### src/rtl/keypad_scan_if.sv
// Keypad-side bundle: the row return lines and column drive, plus the
// encoded key outputs that go to the calculator FSM.
interface keypad_scan_if;
  logic [3:0] row_n;
  logic [3:0] col_n;
  logic [7:0] key_code;
  logic       pressed;
  logic       key_valid;

  // Keypad/bench side: drives the rows and observes everything else.
  modport master (
    output row_n,
    input  col_n,
    input  key_code,
    input  pressed,
    input  key_valid
  );

  // Encoder side: reads the rows and drives the columns and key outputs.
  modport slave (
    input  row_n,
    output col_n,
    output key_code,
    output pressed,
    output key_valid
  );
endinterface

### src/rtl/keypad_scan_encoder.sv
// 4x4 keypad scanner.
//
// The encoder walks one active-low column at a time. It freezes on the
// first key it sees, debounces that key's row, and reports it once. It then
// waits for a debounced release before scanning resumes.
//
// state     | meaning
// SCAN      | rotating columns, looking for any low row
// DEB_PRESS | key latched, counting consecutive low samples of its row
// HELD      | key accepted, counting consecutive high samples of its row
module keypad_scan_encoder #(
  parameter int SCAN_DIV = 250,
  parameter int DEBOUNCE = 4,
  parameter int CNT_W    = 8
) (
  input  logic           press_clk,
  input  logic           rst,
  keypad_scan_if.slave   kp
);

  typedef enum logic [1:0] {SCAN, DEB_PRESS, HELD} state_t;

  localparam logic [CNT_W-1:0] SLOT_LAST = CNT_W'(SCAN_DIV - 1);
  localparam logic [CNT_W-1:0] DEB_LAST  = CNT_W'(DEBOUNCE);
  localparam logic [CNT_W-1:0] ONE       = CNT_W'(1);

  state_t           state, state_nx;
  logic [CNT_W-1:0] slot_cnt;
  logic [CNT_W-1:0] deb_cnt, deb_nx;
  logic [3:0]       row_s1, row_s2;
  logic [3:0]       col_q, col_nx;
  logic [7:0]       code_q, code_nx;
  logic             pressed_q, pressed_nx;
  logic             valid_q, valid_nx;
  logic [1:0]       lat_row, lat_row_nx;
  logic [1:0]       lat_col, lat_col_nx;

  logic             strobe;
  logic             any_low;
  logic [1:0]       first_row;
  logic [1:0]       cur_col;
  logic             lat_low;
  logic [3:0]       col_rot;
  logic [CNT_W-1:0] deb_inc;

  assign kp.col_n     = col_q;
  assign kp.key_code  = code_q;
  assign kp.pressed   = pressed_q;
  assign kp.key_valid = valid_q;

  function automatic logic [7:0] key_map(input logic [1:0] r, input logic [1:0] c);
    logic [7:0] code;
    case ({r, c})
      4'b00_00: code = 8'h01;
      4'b00_01: code = 8'h02;
      4'b00_10: code = 8'h03;
      4'b00_11: code = 8'hF0;
      4'b01_00: code = 8'h04;
      4'b01_01: code = 8'h05;
      4'b01_10: code = 8'h06;
      4'b01_11: code = 8'hF1;
      4'b10_00: code = 8'h07;
      4'b10_01: code = 8'h08;
      4'b10_10: code = 8'h09;
      4'b10_11: code = 8'hF2;
      4'b11_00: code = 8'hC0;
      4'b11_01: code = 8'h00;
      4'b11_10: code = 8'hE0;
      default:  code = 8'hF3;
    endcase
    return code;
  endfunction

  // Two-flop synchroniser on the row returns; idle rows read high.
  always_ff @(posedge press_clk or posedge rst) begin
    if (rst) begin
      row_s1 <= 4'hF;
      row_s2 <= 4'hF;
    end else begin
      row_s1 <= kp.row_n;
      row_s2 <= row_s1;
    end
  end

  // Free-running slot counter; its last count is the row sample strobe.
  always_ff @(posedge press_clk or posedge rst) begin
    if (rst) slot_cnt <= '0;
    else if (slot_cnt == SLOT_LAST) slot_cnt <= '0;
    else slot_cnt <= slot_cnt + ONE;
  end

  assign strobe  = (slot_cnt == SLOT_LAST);
  assign any_low = (row_s2 != 4'hF);
  assign lat_low = ~row_s2[lat_row];
  assign col_rot = {col_q[2:0], col_q[3]};
  assign deb_inc = deb_cnt + ONE;

  // Lowest low row wins when several rows in a column are pressed.
  always_comb begin
    first_row = 2'd3;
    if (!row_s2[0]) first_row = 2'd0;
    else if (!row_s2[1]) first_row = 2'd1;
    else if (!row_s2[2]) first_row = 2'd2;
  end

  // Column index of the single low bit in the column drive.
  always_comb begin
    case (col_q)
      4'b1110: cur_col = 2'd0;
      4'b1101: cur_col = 2'd1;
      4'b1011: cur_col = 2'd2;
      default: cur_col = 2'd3;
    endcase
  end

  // State register plus all registered outputs.
  always_ff @(posedge press_clk or posedge rst) begin
    if (rst) begin
      state     <= SCAN;
      deb_cnt   <= '0;
      col_q     <= 4'b1110;
      code_q    <= 8'hFF;
      pressed_q <= 1'b0;
      valid_q   <= 1'b0;
      lat_row   <= 2'd0;
      lat_col   <= 2'd0;
    end else begin
      state     <= state_nx;
      deb_cnt   <= deb_nx;
      col_q     <= col_nx;
      code_q    <= code_nx;
      pressed_q <= pressed_nx;
      valid_q   <= valid_nx;
      lat_row   <= lat_row_nx;
      lat_col   <= lat_col_nx;
    end
  end

  // Next-state logic; every decision is taken only on a sample strobe.
  always_comb begin
    state_nx   = state;
    deb_nx     = deb_cnt;
    col_nx     = col_q;
    code_nx    = code_q;
    pressed_nx = pressed_q;
    valid_nx   = 1'b0;
    lat_row_nx = lat_row;
    lat_col_nx = lat_col;
    case (state)
      SCAN: begin
        if (strobe) begin
          if (any_low) begin
            lat_row_nx = first_row;
            lat_col_nx = cur_col;
            if (DEBOUNCE <= 1) begin
              // A single sample is enough: accept on the detecting strobe.
              state_nx   = HELD;
              deb_nx     = '0;
              code_nx    = key_map(first_row, cur_col);
              pressed_nx = 1'b1;
              valid_nx   = 1'b1;
            end else begin
              state_nx = DEB_PRESS;
              deb_nx   = ONE;
            end
          end else begin
            col_nx = col_rot;
          end
        end
      end
      DEB_PRESS: begin
        if (strobe) begin
          if (lat_low) begin
            if (deb_inc == DEB_LAST) begin
              state_nx   = HELD;
              deb_nx     = '0;
              code_nx    = key_map(lat_row, lat_col);
              pressed_nx = 1'b1;
              valid_nx   = 1'b1;
            end else begin
              deb_nx = deb_inc;
            end
          end else begin
            state_nx = SCAN;
            deb_nx   = '0;
            col_nx   = col_rot;
          end
        end
      end
      HELD: begin
        if (strobe) begin
          if (!lat_low) begin
            if (deb_inc == DEB_LAST) begin
              state_nx   = SCAN;
              deb_nx     = '0;
              code_nx    = 8'hFF;
              pressed_nx = 1'b0;
              col_nx     = col_rot;
            end else begin
              deb_nx = deb_inc;
            end
          end else begin
            deb_nx = '0;
          end
        end
      end
      default: begin
        state_nx = SCAN;
      end
    endcase
  end

endmodule

### src/flat_wrapper.sv
// flat-port wrapper written by rule: the top's interface ports become plain ports
module keypad_scan_encoder_flat 
#(
  parameter int SCAN_DIV = 250,
  parameter int DEBOUNCE = 4,
  parameter int CNT_W    = 8
)
  (press_clk, rst, kp_row_n, kp_col_n, kp_key_code, kp_pressed, kp_key_valid);
  keypad_scan_if kp_i ();
  input  logic press_clk;
  input  logic rst;
  input wire logic [$bits(kp_i.row_n)-1:0] kp_row_n;
  output wire logic [$bits(kp_i.col_n)-1:0] kp_col_n;
  output wire logic [$bits(kp_i.key_code)-1:0] kp_key_code;
  output wire logic [$bits(kp_i.pressed)-1:0] kp_pressed;
  output wire logic [$bits(kp_i.key_valid)-1:0] kp_key_valid;
  assign kp_i.row_n = kp_row_n;
  assign kp_col_n = kp_i.col_n;
  assign kp_key_code = kp_i.key_code;
  assign kp_pressed = kp_i.pressed;
  assign kp_key_valid = kp_i.key_valid;
  keypad_scan_encoder #(.SCAN_DIV(SCAN_DIV), .DEBOUNCE(DEBOUNCE), .CNT_W(CNT_W)) u_core (.press_clk(press_clk), .rst(rst), .kp(kp_i));
endmodule
### config.mk
export PLATFORM = sky130hd
export DESIGN_NAME = keypad_scan_encoder_flat
export DESIGN_NICKNAME = d
export VERILOG_FILES = /design/src/rtl/keypad_scan_if.sv /design/src/rtl/keypad_scan_encoder.sv /design/src/flat_wrapper.sv
export SDC_FILE = /design/constraint.sdc
export NUM_CORES = 1
export LEC_CHECK = 0
export CAP_MARGIN = 20
export CORE_UTILIZATION = 61
export CTS_CLUSTER_SIZE = 28
export DETAILED_ROUTE_END_ITERATION = 10
export GPL_TIMING_DRIVEN = 0
export PLACE_DENSITY = 0.93
export SETUP_SLACK_MARGIN = 0.5
export SLEW_MARGIN = 10
export SYNTH_ARGS = -nofsm -noshare
export SYNTH_HDL_FRONTEND = slang
export SYNTH_SLANG_ARGS = --single-unit
### constraint.sdc
create_clock -name press_clk -period 4.4 [get_ports press_clk]
set_input_delay 0.88 -clock press_clk [delete_from_list [all_inputs] [get_ports press_clk]]
set_output_delay 0.88 -clock press_clk [all_outputs]
set_load 0.03 [all_outputs]
Word level (Yosys, flattened, before mapping) --
Memory sizes are Yosys's and may differ from the RTL's. Index checks and enable logic that the tools add are counted.
Word-level totals: input bits 6, ROM bits 128, register bits after elaboration 44, memories kept 1
Operators by class: order comparisons 1, eq/ne operators 19, mux-type cells 50, reductions and logical operators 8, $add $sub $neg 2
Memory list:
- (no name shown) | depth 16, bits a word 8, rd ports 1, clocked after memory_dff 0, wr ports 0, line keypad_scan_encoder.sv:53 | case ({r, c})
Operators with widths (count):
- $mux W8 | 14
- $mux W4 | 7
- $pmux W8 S3 | 1
- $mux W2 | 10
- $add A8 B1 Y8 const B | 2
- $ne A2 B1 Y1 const B | 8
- $pmux W8 S2 | 1
- $reduce_and A7 Y1 | 2
- $eq A4 B4 Y1 const B | 3
- $mux W1 | 12
- $pmux W2 S3 | 2
- $pmux W4 S3 | 1
- $eq A8 B3 Y1 const B | 1
- $eq A8 B8 Y1 const B | 1
- $reduce_and A8 Y1 | 1
- $reduce_and A5 Y1 | 1
- $ne A2 B2 Y1 const B | 2
- $ne A4 B4 Y1 const B | 1
- $lt A2 B3 Y1 const B | 1
- $ne A3 B1 Y1 const B | 1
- $reduce_and A3 Y1 | 1
- $reduce_bool A3 Y1 | 1
- $bmux W1 S2 | 1
- $eq A2 B1 Y1 const B | 1
- 4 further kinds | 4

Logic depth before layout (Yosys ltp) --
Gate-level depths: netlist of the first run.
depth in word-level cells 6, gate-level depth with buffers 8

Worst setup path after synthesis of the first run --
Ideal clock, no wire load.
path type register -> register, from register u_core.lat_row[0], to register u_core.col_q[0] (netlist: u_core.kp.col_n[0]), arrival 1.699 ns, setup time 0.125 ns, buffers on the path 1, required time 4.275 ns, clock period less this slack 1.824 ns, slack 2.576 ns, stages on the path, launching flop included 6, cell sequence dfrtp_1 -> buf_6 -> mux4_2 -> o2bb2ai_1 -> nand3b_1 -> mux2_2
Between the ends: longest elaborated chain between the ends 4, elaborated cells between the ends (all ways) 5, those cells by class 2 x eq/ne; 2 x mux; 1 x reduce/logical
Ends and longest elaborated chain:
- start, declared | line keypad_scan_encoder.sv:35 | logic [1:0] lat_row, lat_row_nx;
- start signal, assigned | line keypad_scan_encoder.sv:134 | lat_row <= lat_row_nx;
- $bmux W1 S2 * | line keypad_scan_encoder.sv:94 | assign lat_low = ~row_s2[lat_row];
- $mux W1 (not written as such) * | line keypad_scan_encoder.sv:94
- $ne A2 B1 Y1 (no line)
- $reduce_and A8 Y1 (no line) *
- end signal, assigned | line keypad_scan_encoder.sv:130 | col_q <= col_nx;
- end, declared | line keypad_scan_encoder.sv:31 | logic [3:0] col_q, col_nx;
Every way passes the cells marked *; elsewhere a longest branch is shown, timed or not. The select of a mux whose other input is x is not followed. A chain may end at the register's enable or synchronous reset.

==> flow_metrics.tcl, run 1 <==
set metrics [dict create \
    cts_hold_buf 0 \
    yosysTopAreaCellShare 0.2804 \
    gr-max-usage-layer "met2" \
    drive_above_1_share 0.2034 \
    critical_path_class "reg -> out" \
    cts_setup_buffers 0 \
    grt_start_max_net_pins 34 \
    portBuffers 19 \
    final_area_sq_mm 0.002552 \
    ys_top_cells_by_area "dfrtp_1 28%, dfstp_2 21%, ha_1 5.6%" \
    clk-insertion-delay-late_ns 0.35 \
    tns_ns 0 \
    endpoint_kind "primary output" \
    rsz0062_at_grt "false" \
    tightest_slew_ns 0.7216 \
    clock_skew_ns 0.02058 \
    vias_per_cell 5.589 \
    cts_tree "done" \
    grt_pass1_wl_mm 7.058 \
    drc_errors 0 \
    grt_pass1_vias 1580 \
    setup_viol 0 \
    leakagePower_nw 1.143 \
    cts_resized 0 \
    synthCells 208 \
    diodes 0 \
    synth-main-ff-cell "dfrtp_1" \
    globalRouteOverflowTotal 0 \
    sw_frac_of_total 0.2219 \
    fin_crit_sh 0.5786 \
    cts_sinks 43 \
    required_ns 3.52 \
    root_buffer "clkbuf_4" \
    syn_avg_cell_area_sq_um 10.73 \
    wire_per_inst_um 13.89 \
    wl_mm 3.917 \
    syn_to_final_growth_pct 14.41 \
    use_met3 0.05109 \
    slew_violations 0 \
    gp_congestion 0.8833 \
    power_frac_comb 0.028 \
    clkTransAtPathRegs_ns 0.13 \
    place_area_sq_mm 0.002499 \
    syn_nets 224 \
    yosys_warnings 0 \
    final-hold-violation-count 0 \
    pwr-share-seq 0.668 \
    grt_util_met1 0.2890 \
    grt.met2_usage 0.3967 \
    yosysUniqueCellTypes 47 \
    power.density_mw_per_mm2 237.2 \
    synth_edf_count 0 \
    start_util 0.6531 \
    synth_largest_area_cell "dfrtp_1" \
    ys_seq_area_frac 0.4924 \
    path_max_fanout 3 \
    p_clk_frac 0.304 \
    async_flop_share 1.000 \
    hpwl_mm 2.943 \
    switchingPower_uw 134.3 \
    peakVddDrop_mv 0.2320 \
    cts_buffers 5 \
    post-route-min-period_ns 2.546 \
    die-area_sq_mm 0.003903 \
    grt_util_all_layers 0.2353 \
    via_count 1576 \
    antenna_found_initial 0 \
    hold_class "reg -> reg" \
    final_common_cell "dfrtp_1" \
    rows 21 \
    fp.dieW_um 62.48 \
    drtAntennaViolNets 0 \
    slew_headroom 0.5150 \
    hold_slack_ns 0.3624 \
    cts.path.max_buffers 2 \
    cp.arrival_ns 1.67 \
    htreeDepth 2 \
    first_iter_violations 98 \
    synth_seq_cells 43 \
    layout_common_cells "25 x dfrtp_1, 23 x nor2_1, 19 x clkdlybuf4s50_1" \
    die_h_um 62.48 \
    syn_area_sq_mm 0.002231 \
    cap_violations 0 \
    status "finished, final reports clean" \
    pin_count 20 \
    clock.fmax_mhz 392.8 \
    core_area_sq_mm 0.003416 \
    internal-power_uw 471.2 \
    cp-start-kind "flip-flop" \
    firstDrtPassIters 4 \
    fin_nets 251 \
]
## cell type report
class,count,area (sq um)
fill,233,863.3
clock inverter,2,12.51
buffer,5,41.29
timing repair buffer,20,210.2
clock buffer,6,41.29
inverter,14,52.55
tap,46,57.56
multi-input combinational,146,1039
sequential,43,1099
## worst paths after layout
check	startpoint	to	slack, ns	cells after the start
hold / removal	u_core.row_s1[2]$_DFF_PP1_	u_core.row_s2[2]$_DFF_PP1_	0.36	0
hold reg to reg	u_core.row_s1[2]$_DFF_PP1_	u_core.row_s2[2]$_DFF_PP1_	0.36	0
min in group asynchronous	rst	u_core.deb_cnt[5]$_DFFE_PP0P_	0.77	2
setup reg to reg	u_core.deb_cnt[3]$_DFFE_PP0P_	u_core.kp.key_code[6]$_DFFE_PP1P_	2.12	5
max in group asynchronous	rst	u_core.row_s1[3]$_DFF_PP1_	3.10	3
setup / recovery	u_core.kp.key_code[6]$_DFFE_PP1P_	kp_key_code[7]	1.85	2
## critical path: stages (launching register included)
cell	delay, ns
dfstp_2	0.57
buf_4	0.10
clkdlybuf4s50_1	0.65
## power groups by stage
stage / sequential, mW / clock (mW) / combinational (mW)
5_1_grt: 0.405 / 0.210 / 0.0195
4_1_cts: 0.404 / 0.191 / 0.0174
3_3_place_gp: 0.411 / 0 / 0.0146
6_report: 0.404 / 0.184 / 0.0169
3_5_place_dp: 0.411 / 0 / 0.0174
2_1_floorplan: 0.411 / 0 / 0.00821
## cell families (layout without fill, tap and decap cells)
group | count (synthesis) | in the layout | share of synthesized area
fa+ha+maj | 10 | 10 | 0.05609
mux | 16 | 16 | 0.07964
xor+xnor | 7 | 7 | 0.02748
simple gates | 73 | 73 | 0.1756
compound gates | 40 | 40 | 0.1268
buf+inv | 19 | 47 | 0.04206
flops | 43 | 43 | 0.4924
## metrics by stage
stage               worst slack [ns]  std cells  power (mW)  utilization
finish                         1.854        282      0.6055       0.7473
global placement               1.757        273      0.4254       0.7256
CTS                            1.835        282      0.6132       0.7473
global route                   1.791        282      0.6343       0.7473
floorplan                      2.547        208      0.4188            -
detailed placement             2.147        274      0.4286       0.7315
## sequential cells by signal, summed over array words and instances, names as in the netlist
| register | cells |
|---|---|
| u_core.deb_cnt | 8 |
| u_core.row_s1 | 4 |
| u_core.kp.col_n | 4 |
| u_core.lat_col | 2 |
| u_core.kp.key_valid | 1 |
| u_core.kp.pressed | 1 |
| u_core.kp.key_code | 7 |
| u_core.row_s2 | 4 |
| u_core.state | 2 |
| u_core.lat_row | 2 |
| u_core.slot_cnt | 8 |
## synth_stat cells, types with 2 or more instances
library cell,instances
dfrtp_1,25
nor2_1,23
dfstp_2,18
nand2_1,17
inv_1,14
o21ai_0,13
mux2i_1,11
ha_1,10
nand3_1,8
a21o_1,5
a22o_1,5
nor2b_1,5
xor2_1,5
mux2_2,4
a21oi_1,3
a31oi_1,3
and3_1,3
buf_4,2
buf_6,2
nand2b_1,2
o21ai_1,2
o2bb2ai_1,2
xnor2_1,2
## per-layer routing
metal  share of wire  vias to the layer above  wire [um]
met4           0.018                        0         71
met2            0.51                       33       1996
met3           0.029                        8        114
met5               0                        -          0
met1            0.44                      759       1734
li1                -                      776          -
Note: power is estimated with default switching activity, not from simulation.
==> run 2, diff against run 1 <==
Settings changed: CORE_UTILIZATION 61 to 51, PLACE_DENSITY 0.93 to 0.84.
Clock period 4.4 ns to 2.2 ns, I/O delays scaled along.
==> flow_metrics.tcl, run 2 (synthesis gave the netlist of run 1 again) <==
set metrics [dict create \
    grt_pass1_vias 1602 \
    nFillCells 286 \
    min-delay-start "u_core.row_s1[3]$_DFF_PP1_" \
    tightest_slew_ns 0.3184 \
    core_area_sq_mm 0.004086 \
    cts_hold_buf 0 \
    final-hold-violation-count 0 \
    peakVddDrop_mv 0.4288 \
    grt_util_all_layers 0.2098 \
    multi_input_area_sq_mm 0.001181 \
    die-area_sq_mm 0.004643 \
    power_frac_comb 0.027 \
    rsz0062_at_grt "true" \
    power.density_mw_per_mm2 508.9 \
    layout_common_cells "23 x dfrtp_1, 22 x buf_4, 22 x nor2_1" \
    cts_tree "done" \
    gp_congestion 0.8737 \
    vias_per_cell 5.503 \
    pwr-share-seq 0.544 \
    grt_pass1_wl_mm 6.948 \
    firstDrtPassIters 4 \
    status "finished, final reports clean" \
    tns_ns 0 \
    wl_mm 4.663 \
    r2r-start "u_core.slot_cnt[1]$_DFF_PP0_" \
    grt_start_max_net_pins 32 \
    fp.dieW_um 68.14 \
    drtAntennaViolNets 0 \
    first_iter_violations 132 \
    regArea_sq_mm 0.001101 \
    cts_sinks 43 \
    cts_buffers 5 \
    critical_path_class "reg -> reg" \
    rows 23 \
    hold_class "reg -> reg" \
    sw_frac_of_total 0.2038 \
    slew_violations 0 \
    pin_count 20 \
    root_buffer "clkbuf_8" \
    cts.path.max_buffers 2 \
    internal-power_mw 1.182 \
    final_common_cell "dfrtp_1" \
    syn_to_final_growth_pct 30.73 \
    post-route-min-period_ns 1.933 \
    portBuffers 19 \
    placed_cells 278 \
    endpoint_kind "flip-flop" \
    clock_skew_ns 0.003378 \
    via_count 1684 \
    fin_nets 271 \
    cap_violations 0 \
    drive_above_1_share 0.3672 \
    setup_slack_ns 0.2674 \
    drc_errors 0 \
    fin_util 0.7137 \
    slew_headroom 0.7863 \
    hpwl_mm 2.739 \
    cp-startpoint "u_core.slot_cnt[1]$_DFF_PP0_" \
    clock.fmax_mhz 517.4 \
    clk-insertion-delay-late_ns 0.30 \
    diodes 0 \
    clkTransAtPathRegs_ns 0.08 \
    required_ns 2.39 \
    start_util 0.5459 \
    path_max_fanout 5 \
    cp.arrival_ns 2.12 \
    fin_crit_sh 0.8785 \
    leakagePower_nw 1.343 \
    htreeDepth 2 \
    stdcell_count 306 \
    p_clk_frac 0.429 \
    globalRouteOverflowTotal 0 \
    setup_viol 0 \
    die_h_um 68.14 \
    antenna_found_initial 0 \
    dp_slack_ns 0.1534 \
    cp-start-kind "flip-flop" \
    switchingPower_uw 302.5 \
    wire_per_inst_um 15.24 \
]
-- run 2: final timing paths --
check,cells past startpoint,to,slack (ns)
worst max register to register,8,u_core.kp.col_n[0]$_DFFE_PP0P_,0.27
min in group asynchronous,2,u_core.slot_cnt[1]$_DFF_PP0_,0.42
worst max-delay path,8,u_core.kp.col_n[0]$_DFFE_PP0P_,0.27
worst min-delay path,0,u_core.row_s2[3]$_DFF_PP1_,0.36
worst min register to register,0,u_core.row_s2[3]$_DFF_PP1_,0.36
max in group asynchronous,3,u_core.kp.key_code[2]$_DFFE_PP1P_,1.27
-- run 2: metal layers --
| layer | vias up | part of all wire | global-route usage |
|---|---|---|---|
| met3 | 14 | 0.048 | 0.06167 |
| met1 | 804 | 0.43 | 0.2497 |
| met4 | 0 | 0.034 | 0.1146 |
| met2 | 54 | 0.49 | 0.3382 |
| li1 | 812 | - | - |
| met5 | - | 0 | 0 |
-- run 2: what timing repair did --
action / 4_1_cts / 5_1_grt
endpoints found under the hold margin: 0 / 0
endpoints found under the setup margin: 41 / 32
pin swaps: 7 / 5
buffers inserted: 12 / 8
resized for setup: 39 / 18
-- run 2: worst max-delay path, stage by stage, from the launching register on --
cell      delay, ns
dfrtp_1        0.40
inv_1          0.07
ha_1           0.13
and4b_2        0.30
nand2_2        0.14
o22ai_2        0.21
nand3b_1       0.09
buf_4          0.17
mux2_4         0.30
-- run 2: area by class of cell --
cell class,count,area share
clock buffer,7,0.04076
sequential,43,0.3775
multi-input combinational,146,0.4050
buffer,5,0.01416
timing repair buffer,40,0.1205
tap,50,0.02145
clock inverter,1,0.002574
inverter,14,0.01802
-- run 2: per-stage QoR --
stage | hold WS, ns | cell area [sq um] | total power, mW
2_1_floorplan | 0.3452 | 2250 | 0.8381
3_3_place_gp | 0.3461 | 2502 | 0.8517
3_5_place_dp | 0.3470 | 2522 | 0.8581
4_1_cts | 0.3593 | 2805 | 1.497
5_1_grt | 0.3608 | 2917 | 1.538
6_report | 0.3577 | 2917 | 1.484
-- run 2: power groups by stage --
stage	clock, mW	sequential, mW	combinational (mW)
floorplan	0	0.821	0.0169
CTS	0.652	0.808	0.0362
global route	0.685	0.809	0.0443
global placement	0	0.822	0.0299
finish	0.637	0.808	0.0395
detailed placement	0	0.822	0.0357
==> run 3, diff against run 2 <==
Settings changed: CELL_PAD_IN_SITES_DETAIL_PLACEMENT set to 2, CELL_PAD_IN_SITES_GLOBAL_PLACEMENT set to 2, CORE_UTILIZATION 51 to 34.
==> flow_metrics.tcl, run 3 (synthesis gave the netlist of run 1 again) <==
set metrics [dict create \
    grt_pass1_vias 2021 \
    setup_viol 0 \
    grt_pass1_wl_mm 10.50 \
    globalRouteOverflowTotal 0 \
    via_count 1793 \
    hold_slack_ns 0.3626 \
    first_iter_violations 56 \
    multi_input_area_sq_mm 0.001285 \
    rsz0062_at_grt "true" \
    cts_tree "done" \
    switchingPower_uw 338.9 \
    tightest_slew_ns 0.5294 \
    die-area_sq_mm 0.006889 \
    core_area_sq_mm 0.006350 \
    slew_headroom 0.6466 \
    grt_util_all_layers 0.1939 \
    pin_count 20 \
    pwr-share-seq 0.583 \
    status "finished, final reports clean" \
    wire_per_inst_um 20.69 \
    reg2reg_depth 8 \
    root_buffer "clkbuf_8" \
    peakVddDrop_mv 0.4755 \
    min-delay-start "u_core.row_s1[0]$_DFF_PP1_" \
    syn_to_final_growth_pct 35.39 \
    final-hold-violation-count 0 \
    start_util 0.3513 \
    r2r-start "u_core.state[1]$_DFFE_PP0P_" \
    cp-start-kind "flip-flop" \
    path_max_fanout 6 \
    htreeDepth 2 \
    drive_above_1_share 0.4055 \
    post-route-min-period_ns 2.011 \
    internal-power_mw 1.050 \
    regArea_sq_mm 0.001100 \
    hpwl_mm 3.785 \
    regToRegEndpoint "u_core.kp.col_n[0]$_DFFE_PP0P_" \
    cts_sinks 43 \
    wl_mm 6.847 \
    cp.arrival_ns 2.20 \
    fp.dieW_um 83 \
    gp_congestion 0.7521 \
    cts_buffers 5 \
    die_h_um 83 \
    power.density_mw_per_mm2 459.8 \
    nFillCells 635 \
    drtAntennaViolNets 0 \
    power_frac_comb 0.031 \
    clkTransAtPathRegs_ns 0.09 \
    required_ns 2.39 \
    hold_class "reg -> reg" \
    p_clk_frac 0.385 \
    fin_nets 269 \
    sw_frac_of_total 0.2440 \
    portBuffers 19 \
    endpoint "u_core.kp.col_n[0]$_DFFE_PP0P_" \
    vias_per_cell 5.417 \
    drc_errors 0 \
    ff2ff_setup_slack_ns 0.19 \
    antenna_found_initial 0 \
    endpoint_kind "flip-flop" \
    diodes 0 \
    final_common_cell "dfrtp_1" \
    cts.path.max_buffers 2 \
    critical_path_class "reg -> reg" \
    cts_hold_buf 0 \
    fin_util 0.4757 \
    clock_skew_ns 0.005211 \
    slew_violations 0 \
    firstDrtPassIters 4 \
    clk-insertion-delay-late_ns 0.30 \
    rows 29 \
    leakagePower_nw 1.363 \
    cp-startpoint "u_core.state[1]$_DFFE_PP0P_" \
    cap_violations 0 \
    fin_crit_sh 0.9142 \
    grt_start_max_net_pins 24 \
    clock.fmax_mhz 497.2 \
    layout_common_cells "24 x dfrtp_1, 20 x nor2_1, 18 x dfstp_2" \
]
-- run 3: power groups by stage --
stage	combinational (mW)	sequential, mW	clock, mW
after floorplan	0.0169	0.821	0
after global placement	0.0314	0.822	0
after detailed placement	0.0391	0.823	0
after CTS	0.0428	0.809	0.544
after global routing	0.0488	0.811	0.580
final	0.0437	0.810	0.535
-- run 3: area by class of cell --
class / count / area share
Buffer: 5 / 0.01408
Clock buffer: 5 / 0.02278
Clock inverter: 3 / 0.007871
Inverter: 14 / 0.01740
Multi-Input combinational cell: 147 / 0.4254
Sequential cell: 43 / 0.3641
Tap cell: 77 / 0.03190
Timing Repair Buffer: 37 / 0.1164
-- run 3: worst min-delay path by stage --
stage,to,slack (ns),cells after the start
2_1_floorplan,u_core.row_s2[0]$_DFF_PP1_,0.35,0
5_1_grt,u_core.row_s2[3]$_DFF_PP1_,0.37,0
3_3_place_gp,u_core.row_s2[3]$_DFF_PP1_,0.35,0
3_5_place_dp,u_core.row_s2[0]$_DFF_PP1_,0.35,0
4_1_cts,u_core.row_s2[3]$_DFF_PP1_,0.36,0
6_report,u_core.row_s2[0]$_DFF_PP1_,0.36,0
-- run 3: stage by stage --
step           std cells  cell area [sq um]  setup slack, ns  power [mW]    TNS, ns
3_5_place_dp         305               2564        -0.005889      0.8620  -0.005889
3_3_place_gp         304               2536          -0.1529      0.8532     -3.784
6_report             331               3020           0.1889       1.389          0
4_1_cts              324               2867           0.2689       1.396          0
2_1_floorplan        208               2250           0.3950      0.8381          0
5_1_grt              331               3020           0.1303       1.439          0
-- run 3: per-layer routing --
metal	global-route usage	up-vias	share of wire
met5	0	-	0
met4	0.05643	0	0.024
met3	0.03479	16	0.022
met2	0.3554	30	0.55
met1	0.2301	934	0.40
li1	-	813	-
-- run 3: timing repair --
action                     in CTS  in global routing
setup endpoints to repair      41                 32
setup buffers                  11                  6
cloned                          0                  1
pin swaps                       6                  8
gates resized for setup        54                 31
-- run 3: critical path: stages, from the launching register on --
cell,delay [ns]
dfrtp_1,0.45
inv_1,0.20
ha_4,0.25
nor2_4,0.08
a21oi_2,0.22
o22ai_2,0.12
nand3b_1,0.12
buf_6,0.14
mux2_4,0.30
